File: config.mk
export PLATFORM = sky130hd
export DESIGN_NAME = ram_cmd_arbiter_flat
export DESIGN_NICKNAME = d
export VERILOG_FILES = /design/src/rtl/ram_cmd_arbiter_if.sv /design/src/rtl/ram_cmd_arbiter.sv /design/src/flat_wrapper.sv
export SDC_FILE = /design/constraint.sdc
export NUM_CORES = 1
export LEC_CHECK = 0
export CAP_MARGIN = 5
export CORE_ASPECT_RATIO = 0.5
export CORE_MARGIN = 2
export CORE_UTILIZATION = 40
export DETAILED_ROUTE_END_ITERATION = 16
export HOLD_SLACK_MARGIN = 0.06
export PLACE_DENSITY = 0.78
export SLEW_MARGIN = 20
export SYNTH_ARGS = -nofsm -noshare
export SYNTH_HDL_FRONTEND = slang
export SYNTH_SLANG_ARGS = --single-unit
File: constraint.sdc
create_clock -name clk -period 3.3 [get_ports clk]
set_clock_uncertainty 0.05 [all_clocks]
set_input_delay 0.495 -clock clk [delete_from_list [all_inputs] [get_ports clk]]
set_output_delay 0.495 -clock clk [all_outputs]
set_load 0.02 [all_outputs]
File: src/rtl/ram_cmd_arbiter_if.sv
// Signal bundle for ram_cmd_arbiter: SPI word link, local host port and single-port RAM port.
// The arbiter connects through the slave modport; the surrounding environment uses master.
interface ram_cmd_arbiter_if #(
  parameter int unsigned ADDR_SIZE = 8,
  parameter int unsigned DATA_SIZE = 8
);
  localparam int unsigned RxW = 10;

  logic                 rx_valid;
  logic [RxW-1:0]       rx_data;
  logic                 tx_valid;
  logic [DATA_SIZE-1:0] tx_data;

  logic                 host_req;
  logic                 host_we;
  logic [ADDR_SIZE-1:0] host_addr;
  logic [DATA_SIZE-1:0] host_wdata;
  logic                 host_gnt;
  logic                 host_rvalid;
  logic [DATA_SIZE-1:0] host_rdata;

  logic                 ram_en;
  logic                 ram_we;
  logic [ADDR_SIZE-1:0] ram_addr;
  logic [DATA_SIZE-1:0] ram_wdata;
  logic [DATA_SIZE-1:0] ram_rdata;

  logic                 busy;
  logic                 spi_ovf;

  modport slave (
    input  rx_valid, rx_data, host_req, host_we, host_addr, host_wdata, ram_rdata,
    output tx_valid, tx_data, host_gnt, host_rvalid, host_rdata,
           ram_en, ram_we, ram_addr, ram_wdata, busy, spi_ovf
  );

  modport master (
    output rx_valid, rx_data, host_req, host_we, host_addr, host_wdata, ram_rdata,
    input  tx_valid, tx_data, host_gnt, host_rvalid, host_rdata,
           ram_en, ram_we, ram_addr, ram_wdata, busy, spi_ovf
  );
endinterface

File: src/rtl/ram_cmd_arbiter.sv
// Shares one synchronous single-port RAM between an SPI command stream and a local host,
// with round-robin arbitration and registered, state-decoded RAM/handshake outputs.
module ram_cmd_arbiter #(
  parameter int unsigned ADDR_SIZE = 8,
  parameter int unsigned DATA_SIZE = 8
) (
  input logic             clk,
  input logic             rst,
  ram_cmd_arbiter_if.slave bus
);
  localparam int unsigned PayW = 8;
  localparam logic [1:0]  CMD_WADDR = 2'b00;
  localparam logic [1:0]  CMD_WDATA = 2'b01;
  localparam logic [1:0]  CMD_RADDR = 2'b10;

  typedef enum logic [2:0] {
    IDLE, SPI_WR, SPI_RD, SPI_RD_WAIT, HOST_WR, HOST_RD, HOST_RD_WAIT
  } state_e;

  state_e               state_q, state_d;
  logic                 spi_pend_q, spi_pend_d;
  logic                 spi_ovf_q, spi_ovf_d;
  logic                 snap_we_q, snap_we_d;
  logic [ADDR_SIZE-1:0] snap_addr_q, snap_addr_d;
  logic [DATA_SIZE-1:0] snap_wdata_q, snap_wdata_d;
  logic [ADDR_SIZE-1:0] wr_addr_q, wr_addr_d;
  logic [ADDR_SIZE-1:0] rd_addr_q, rd_addr_d;
  logic                 prio_host_q, prio_host_d;

  logic                 tx_valid_q, tx_valid_d;
  logic [DATA_SIZE-1:0] tx_data_q, tx_data_d;
  logic                 host_gnt_q, host_gnt_d;
  logic                 host_rvalid_q, host_rvalid_d;
  logic [DATA_SIZE-1:0] host_rdata_q, host_rdata_d;
  logic                 ram_en_q, ram_en_d;
  logic                 ram_we_q, ram_we_d;
  logic [ADDR_SIZE-1:0] ram_addr_q, ram_addr_d;
  logic [DATA_SIZE-1:0] ram_wdata_q, ram_wdata_d;
  logic                 busy_q, busy_d;

  logic [1:0]           rx_cmd;
  logic [PayW-1:0]      rx_pay;
  logic                 spi_done;

  // Next-state, SPI command capture and registered output decode
  always_comb begin
    state_d       = state_q;
    spi_pend_d    = spi_pend_q;
    spi_ovf_d     = spi_ovf_q;
    snap_we_d     = snap_we_q;
    snap_addr_d   = snap_addr_q;
    snap_wdata_d  = snap_wdata_q;
    wr_addr_d     = wr_addr_q;
    rd_addr_d     = rd_addr_q;
    prio_host_d   = prio_host_q;
    tx_valid_d    = 1'b0;
    tx_data_d     = tx_data_q;
    host_rvalid_d = 1'b0;
    host_rdata_d  = host_rdata_q;
    host_gnt_d    = 1'b0;
    ram_en_d      = 1'b0;
    ram_we_d      = 1'b0;
    ram_addr_d    = '0;
    ram_wdata_d   = '0;
    busy_d        = 1'b0;

    rx_cmd   = bus.rx_data[9:8];
    rx_pay   = bus.rx_data[PayW-1:0];
    spi_done = (state_q == SPI_WR) || (state_q == SPI_RD_WAIT);

    // A data word landing on the completing edge re-arms the pending slot instead of overflowing
    if (spi_done) spi_pend_d = 1'b0;
    if (bus.rx_valid) begin
      case (rx_cmd)
        CMD_WADDR: wr_addr_d = ADDR_SIZE'(rx_pay);
        CMD_RADDR: rd_addr_d = ADDR_SIZE'(rx_pay);
        default: begin
          if (spi_pend_q && !spi_done) begin
            spi_ovf_d = 1'b1;
          end else begin
            spi_pend_d = 1'b1;
            snap_we_d  = (rx_cmd == CMD_WDATA);
            if (rx_cmd == CMD_WDATA) begin
              snap_addr_d  = wr_addr_q;
              snap_wdata_d = DATA_SIZE'(rx_pay);
            end else begin
              snap_addr_d  = rd_addr_q;
            end
          end
        end
      endcase
    end

    case (state_q)
      IDLE: begin
        if (spi_pend_q && (!bus.host_req || !prio_host_q)) begin
          state_d     = snap_we_q ? SPI_WR : SPI_RD;
          prio_host_d = 1'b1;
        end else if (bus.host_req) begin
          state_d     = bus.host_we ? HOST_WR : HOST_RD;
          prio_host_d = 1'b0;
        end
      end
      SPI_RD:  state_d = SPI_RD_WAIT;
      HOST_RD: state_d = HOST_RD_WAIT;
      SPI_RD_WAIT: begin
        state_d    = IDLE;
        tx_valid_d = 1'b1;
        tx_data_d  = bus.ram_rdata;
      end
      HOST_RD_WAIT: begin
        state_d       = IDLE;
        host_rvalid_d = 1'b1;
        host_rdata_d  = bus.ram_rdata;
      end
      default: state_d = IDLE;
    endcase

    // Outputs are decoded from the upcoming state so they register in step with it
    case (state_d)
      SPI_WR: begin
        ram_en_d    = 1'b1;
        ram_we_d    = 1'b1;
        ram_addr_d  = snap_addr_q;
        ram_wdata_d = snap_wdata_q;
      end
      SPI_RD: begin
        ram_en_d    = 1'b1;
        ram_addr_d  = snap_addr_q;
        ram_wdata_d = snap_wdata_q;
      end
      HOST_WR: begin
        ram_en_d    = 1'b1;
        ram_we_d    = 1'b1;
        ram_addr_d  = bus.host_addr;
        ram_wdata_d = bus.host_wdata;
        host_gnt_d  = 1'b1;
      end
      HOST_RD: begin
        ram_en_d    = 1'b1;
        ram_addr_d  = bus.host_addr;
        ram_wdata_d = bus.host_wdata;
        host_gnt_d  = 1'b1;
      end
      default: ;
    endcase
    busy_d = (state_d != IDLE);
  end

  always_ff @(posedge clk or posedge rst) begin
    if (rst) begin
      state_q       <= IDLE;
      spi_pend_q    <= 1'b0;
      spi_ovf_q     <= 1'b0;
      snap_we_q     <= 1'b0;
      snap_addr_q   <= '0;
      snap_wdata_q  <= '0;
      wr_addr_q     <= '0;
      rd_addr_q     <= '0;
      prio_host_q   <= 1'b0;
      tx_valid_q    <= 1'b0;
      tx_data_q     <= '0;
      host_gnt_q    <= 1'b0;
      host_rvalid_q <= 1'b0;
      host_rdata_q  <= '0;
      ram_en_q      <= 1'b0;
      ram_we_q      <= 1'b0;
      ram_addr_q    <= '0;
      ram_wdata_q   <= '0;
      busy_q        <= 1'b0;
    end else begin
      state_q       <= state_d;
      spi_pend_q    <= spi_pend_d;
      spi_ovf_q     <= spi_ovf_d;
      snap_we_q     <= snap_we_d;
      snap_addr_q   <= snap_addr_d;
      snap_wdata_q  <= snap_wdata_d;
      wr_addr_q     <= wr_addr_d;
      rd_addr_q     <= rd_addr_d;
      prio_host_q   <= prio_host_d;
      tx_valid_q    <= tx_valid_d;
      tx_data_q     <= tx_data_d;
      host_gnt_q    <= host_gnt_d;
      host_rvalid_q <= host_rvalid_d;
      host_rdata_q  <= host_rdata_d;
      ram_en_q      <= ram_en_d;
      ram_we_q      <= ram_we_d;
      ram_addr_q    <= ram_addr_d;
      ram_wdata_q   <= ram_wdata_d;
      busy_q        <= busy_d;
    end
  end

  assign bus.tx_valid    = tx_valid_q;
  assign bus.tx_data     = tx_data_q;
  assign bus.host_gnt    = host_gnt_q;
  assign bus.host_rvalid = host_rvalid_q;
  assign bus.host_rdata  = host_rdata_q;
  assign bus.ram_en      = ram_en_q;
  assign bus.ram_we      = ram_we_q;
  assign bus.ram_addr    = ram_addr_q;
  assign bus.ram_wdata   = ram_wdata_q;
  assign bus.busy        = busy_q;
  assign bus.spi_ovf     = spi_ovf_q;
endmodule

File: src/flat_wrapper.sv
// flat-port wrapper written by rule: the top's interface ports become plain ports
module ram_cmd_arbiter_flat 
#(
  parameter int unsigned ADDR_SIZE = 8,
  parameter int unsigned DATA_SIZE = 8
)
  (clk, rst, bus_rx_valid, bus_rx_data, bus_host_req, bus_host_we, bus_host_addr, bus_host_wdata, bus_ram_rdata, bus_tx_valid, bus_tx_data, bus_host_gnt, bus_host_rvalid, bus_host_rdata, bus_ram_en, bus_ram_we, bus_ram_addr, bus_ram_wdata, bus_busy, bus_spi_ovf);
  ram_cmd_arbiter_if #(.ADDR_SIZE(ADDR_SIZE), .DATA_SIZE(DATA_SIZE)) bus_i ();
  input logic clk;
  input logic rst;
  input wire logic [$bits(bus_i.rx_valid)-1:0] bus_rx_valid;
  input wire logic [$bits(bus_i.rx_data)-1:0] bus_rx_data;
  input wire logic [$bits(bus_i.host_req)-1:0] bus_host_req;
  input wire logic [$bits(bus_i.host_we)-1:0] bus_host_we;
  input wire logic [$bits(bus_i.host_addr)-1:0] bus_host_addr;
  input wire logic [$bits(bus_i.host_wdata)-1:0] bus_host_wdata;
  input wire logic [$bits(bus_i.ram_rdata)-1:0] bus_ram_rdata;
  output wire logic [$bits(bus_i.tx_valid)-1:0] bus_tx_valid;
  output wire logic [$bits(bus_i.tx_data)-1:0] bus_tx_data;
  output wire logic [$bits(bus_i.host_gnt)-1:0] bus_host_gnt;
  output wire logic [$bits(bus_i.host_rvalid)-1:0] bus_host_rvalid;
  output wire logic [$bits(bus_i.host_rdata)-1:0] bus_host_rdata;
  output wire logic [$bits(bus_i.ram_en)-1:0] bus_ram_en;
  output wire logic [$bits(bus_i.ram_we)-1:0] bus_ram_we;
  output wire logic [$bits(bus_i.ram_addr)-1:0] bus_ram_addr;
  output wire logic [$bits(bus_i.ram_wdata)-1:0] bus_ram_wdata;
  output wire logic [$bits(bus_i.busy)-1:0] bus_busy;
  output wire logic [$bits(bus_i.spi_ovf)-1:0] bus_spi_ovf;
  assign bus_i.rx_valid = bus_rx_valid;
  assign bus_i.rx_data = bus_rx_data;
  assign bus_i.host_req = bus_host_req;
  assign bus_i.host_we = bus_host_we;
  assign bus_i.host_addr = bus_host_addr;
  assign bus_i.host_wdata = bus_host_wdata;
  assign bus_i.ram_rdata = bus_ram_rdata;
  assign bus_tx_valid = bus_i.tx_valid;
  assign bus_tx_data = bus_i.tx_data;
  assign bus_host_gnt = bus_i.host_gnt;
  assign bus_host_rvalid = bus_i.host_rvalid;
  assign bus_host_rdata = bus_i.host_rdata;
  assign bus_ram_en = bus_i.ram_en;
  assign bus_ram_we = bus_i.ram_we;
  assign bus_ram_addr = bus_i.ram_addr;
  assign bus_ram_wdata = bus_i.ram_wdata;
  assign bus_busy = bus_i.busy;
  assign bus_spi_ovf = bus_i.spi_ovf;
  ram_cmd_arbiter #(.ADDR_SIZE(ADDR_SIZE), .DATA_SIZE(DATA_SIZE)) u_core (.clk(clk), .rst(rst), .bus(bus_i));
endmodule
# Word-level counts from Yosys, hierarchy flattened
# Index checks and enable logic that the tools add are counted.
# totals
regBits,77
in_bits,39
out_inout_bits,39
# op_classes
n_eq_ne,11
mux,19
bitwise_logic,2
reduce_logical,22
# op_table
operator,count
$pmux 8 s2,2
$eq 3x3->1 const B,4
$mux 1,12
$eq 3x2->1 const B,3
$pmux 3 s3,1
$mux 8,1
$reduce_or 2->1,4
$eq 3x1->1 const B,2
$mux 3,2
$reduce_and 2->1,3
$reduce_and 3->1,2
$reduce_and 4->1,1
$reduce_or 4->1,1
$logic_not 1->1,3
$logic_not 3->1,1
$reduce_bool 3->1,1
$eq 2x1->1 const B,1
$eq 2x2->1 const B,1
$logic_and 1x1->1,2
$logic_not 2->1,1
$logic_or 1x1->1,2
$mux 2,1
$not 1->1,2
$reduce_bool 2->1,1

# Longest topological paths before layout
# logic_depth
word_depth,8
ltp_mapped,6
mapped_depth_nobuf,4

# Worst setup path before layout
# No wires, ideal clock.
# synth_timing
path_kind,in2reg
start,input port bus_rx_data[8]
end,register u_core.snap_addr_q[0]
setup_time_ns,0.125
arrival_ns,1.486
slack_ns,1.640
cell_stages,4
cell_sequence,nor2b_1 clkbuf_1 mux2_2 mux2_2
# synth_via
elab_chain_len,4
word_cells_on_any_way,7
cone_classes,eq/ne: 2; mux: 1; bitwise: 1; reduce/logical: 3
# synth_rtl
item,line,text
from (decl),flat_wrapper.sv:12,input wire logic [$bits(bus_i.rx_data)-1:0] bus_rx_data;
$eq 2x2->1 or $logic_not 2->1 (tied branches),ram_cmd_arbiter.sv:74,case (rx_cmd)
$reduce_or 2->1 (no source line),-,
$not 1->1 (no source line),-,
$reduce_and 3->1 (no source line),-,
to (signal assigned),ram_cmd_arbiter.sv:176,snap_addr_q <= snap_addr_d;
to (decl),ram_cmd_arbiter.sv:24,"logic [ADDR_SIZE-1:0] snap_addr_q, snap_addr_d;"
# Several ways; a longest one is shown, not always the timed one.
# A chain may end at the register's enable or synchronous reset.

# Worst setup path after layout
# layout_timing
start,input port bus_host_req
end,"register u_core.ram_addr_q[2], in the netlist u_core.bus.ram_addr[2]"
# layout_via
elab_chain_len,8
word_cells_on_any_way,13
cone_classes,eq/ne: 4; mux: 4; reduce/logical: 5
# layout_rtl
item,line,text
from (decl),flat_wrapper.sv:13,input wire logic [$bits(bus_i.host_req)-1:0] bus_host_req;
$logic_not 1->1,ram_cmd_arbiter.sv:96,if (spi_pend_q && (!bus.host_req || !prio_host_q)) begin
$logic_or 1x1->1,ram_cmd_arbiter.sv:96,
$logic_and 1x1->1,ram_cmd_arbiter.sv:96,
$mux 3 *,ram_cmd_arbiter.sv:96,
$pmux 3 s3 *,ram_cmd_arbiter.sv:94,case (state_q)
"$eq 3x3->1, or another cell as far along",ram_cmd_arbiter.sv:120,case (state_d)
$reduce_or 2->1 (no source line),-,
$pmux 8 s2 *,ram_cmd_arbiter.sv:120,
named net u_core.ram_addr_d[2],ram_cmd_arbiter.sv:37,"logic [ADDR_SIZE-1:0] ram_addr_q, ram_addr_d;"
to (signal assigned),ram_cmd_arbiter.sv:188,ram_addr_q <= ram_addr_d;
to (decl),ram_cmd_arbiter.sv:37,
# Mark *: on every way through the listed nets, which the timed path passes. The rest lies on a longest branch.

==> flow_summary.yaml <==
status:
  status: "complete, no violations"
die:
  start_util_pct: 41.0
  dieHeight_um: 65.0
  die_w_um: 126
  core_um2: 7270
  rows: 22
  io_pins: 78
  fp.dieArea_um2: 8200
sta:
  finalMaxSlewViolations: 0
  setup_viol: 0
  final_hold_viol_count: 0
  relSlewSlack_pct: 49.0
  fin_crit_ns: 2.08
  finalCritPeriodShare_pct: 62.9
  finalWorstSetupSlack_ns: 1.22
  tightest_slew_ns: 0.763
  max_clock_freq_mhz: 482
  setup_tns_ns: 0
  hold-worst-slack_ns: 0.440
  rsz0062_at_grt: "no"
drt:
  vias_per_cell: 4.96
  ant_nets: 0
  drt_wl_total_um: 6050
  first_pass_iters: 4
  drtIter0Drc: 91
  route.detailed.drc: 0
  wire_per_inst_um: 15.9
  via_count: 1883
setup_path:
  cp_data_arrival_time_ns: 2.29
  r2r-end: "u_core.bus.ram_addr[2]$_DFF_PP0_"
  cp_num_cells: 4
  setup.worst_path.end: "u_core.bus.ram_addr[2]$_DFF_PP0_"
  required_ns: 3.51
  crit_start: "bus_host_req"
  path_max_fanout: 17
  critPathKind: "input pin to flop"
  crit_slowest_cell: "and2_1"
  reg2reg_slack_ns: 1.37
  critPathMaxStageDelay_ns: 0.67
  crit_chain: "clkdlybuf4s50_1 > a21boi_0 > and2_1 > a22o_1"
  start_kind: "input pin"
  path_delay_family: "simple AND/OR/NAND/NOR gates"
  reg2reg_depth: 3
  critPathCaptureType: "flop"
  worstReg2RegStart: "u_core.spi_pend_q$_DFF_PP0_"
  path_buf_inv: 1
synth:
  async_reset_ff_share_pct: 100
  synth.cell_area_um2: 2980
  ys_ff_latch: 77
  synth_nets: 233
  synth_cells: 194
  synth_edf_count: 0
  avgSynthCellArea_um2: 15.4
  ys_warn_count: 0
  synth_cell_types: 26
  ys.flop_type: "dfrtp_1"
  ys_seq_area_share_pct: 64.7
pwr:
  pwr-share-comb_pct: 36.2
  pwr-share-seq_pct: 39.6
  pwr-share-clk_pct: 24.3
  vdd_drop_max_v: 0.000328
  p_sw_share_pct: 31.3
  p_sw_uw: 1220
  power_uw: 3880
  power.density_nw_per_um2: 936
  intPower_uw: 2670
  power_leakage_uw: 0.00178
grt:
  grt_pass1_vias: 1991
  grt_pass1_wl_um: 9760
  grt_usage_pct: 15.6
  overflow: 0
  antenna_found_initial: 0
  grt_max_degree: 39
placed_design:
  place_ws_ns: 0.962
  hpwlAfterDp_um: 4320
  gp_congestion: 0.724
  port_buffers: 77
clock_network:
  clock-sinks: 77
  cts_resized: 0
  cts_max_path_buffers: 2
  numCtsBuffers: 9
  htree_levels: 3
  postCtsHoldBufs: 0
  postCtsSetupBuffers: 0
  cts_tree: "yes"
  path_clk_slew_ns: 0.06
  clk_latency_ns: 0.32
  root_buffer: "clkbuf_16"
finish:
  nets: 318
  drive_gt1_share_pct: 28.5
  mostFrequentLayoutCells: "clkdlybuf4s50_1, dfrtp_1, mux2_2, a22o_1, clkbuf_16"
  insertedDiodeCount: 0
  multiInputGateArea_um2: 993
  area_delta_synth_final_pct: 39.2
  regArea_um2: 1930
  nFillCells: 565
worst_hold_path:
  hold_class: "flop to flop"
flow_run:
  max_cap_viol_count: 0
registers in the layout, summed over array words and instances (netlist names), 3 cells and up:
register,count
u_core.bus.ram_addr,8
u_core.snap_addr_q,8
u_core.bus.tx_data,8
u_core.rd_addr_q,8
u_core.snap_wdata_q,8
u_core.state_q,3
u_core.bus.ram_wdata,8
u_core.bus.host_rdata,8
u_core.wr_addr_q,8
through the flow:
stage                     cells  util, %  area, um^2
after global placement      364     53.1        3860
after global routing        380     57.1        4150
after floorplan             194        -        2980
after CTS                   380     57.1        4150
after detailed placement    364     53.1        3860
final                       380     57.1        4150
synth_stat cells, drive strengths merged, types with 2 or more instances:
master   n  area (um^2)
dfrtp   77         1930
o21ai    2         10.0
nor3     2         15.0
nand2b   2         12.5
buf      5         33.8
a31oi    2         12.5
nand3b   5         37.5
a21boi   2         15.0
or2      2         12.5
mux2    56          631
a22o    16          140
a21oi    4         23.8
o21bai   2         15.0
nand2    5         18.8
inv      5         18.8
final cells by class:
type,count,area share (%)
sequential,77,46.4
clock inverter,6,1.54
timing repair buffer,80,19.1
clock buffer,10,5.52
multi-input combinational,105,23.9
tap,96,2.90
inverter,6,0.543
cells by family after synthesis:
group,synth area share [%]
DFF,64.7
muxes,21.2
AOI/OAI and AO/OA,7.93
and+or+nand+nor,4.24
buffers and inverters,2.01
power groups by stage:
stage	Clock, uW	Combinational [uW]	Sequential, uW
2_1_floorplan	0	594	1760
3_3_place_gp	0	1370	1530
3_5_place_dp	0	1410	1550
4_1_cts	956	1420	1540
5_1_grt	1000	1500	1590
6_report	942	1400	1540
worst min path at each step:
| stage | startpoint | endpoint | slack (ns) | cells past startpoint |
|---|---|---|---|---|
| 2_1_floorplan | u_core.snap_addr_q[0]$_DFFE_PP0P_ | u_core.bus.ram_addr[0]$_DFF_PP0_ | 0.41 | 1 |
| 3_3_place_gp | u_core.bus.spi_ovf$_DFFE_PP0P_ | u_core.bus.spi_ovf$_DFFE_PP0P_ | 0.43 | 1 |
| 3_5_place_dp | u_core.bus.spi_ovf$_DFFE_PP0P_ | u_core.bus.spi_ovf$_DFFE_PP0P_ | 0.42 | 1 |
| 4_1_cts | u_core.bus.spi_ovf$_DFFE_PP0P_ | u_core.bus.spi_ovf$_DFFE_PP0P_ | 0.44 | 1 |
| 5_1_grt | u_core.bus.spi_ovf$_DFFE_PP0P_ | u_core.bus.spi_ovf$_DFFE_PP0P_ | 0.44 | 1 |
| 6_report | u_core.bus.spi_ovf$_DFFE_PP0P_ | u_core.bus.spi_ovf$_DFFE_PP0P_ | 0.44 | 1 |
per-layer routing:
metal  global-route usage [%]  wire (um)  up-vias
li1                         -          -      865
met1                     17.9       2570      966
met2                     27.6       3140       41
met3                     5.12        239       11
met4                     6.04         95        0
met5                        0          0        -
(Power assumes the default switching activity.)
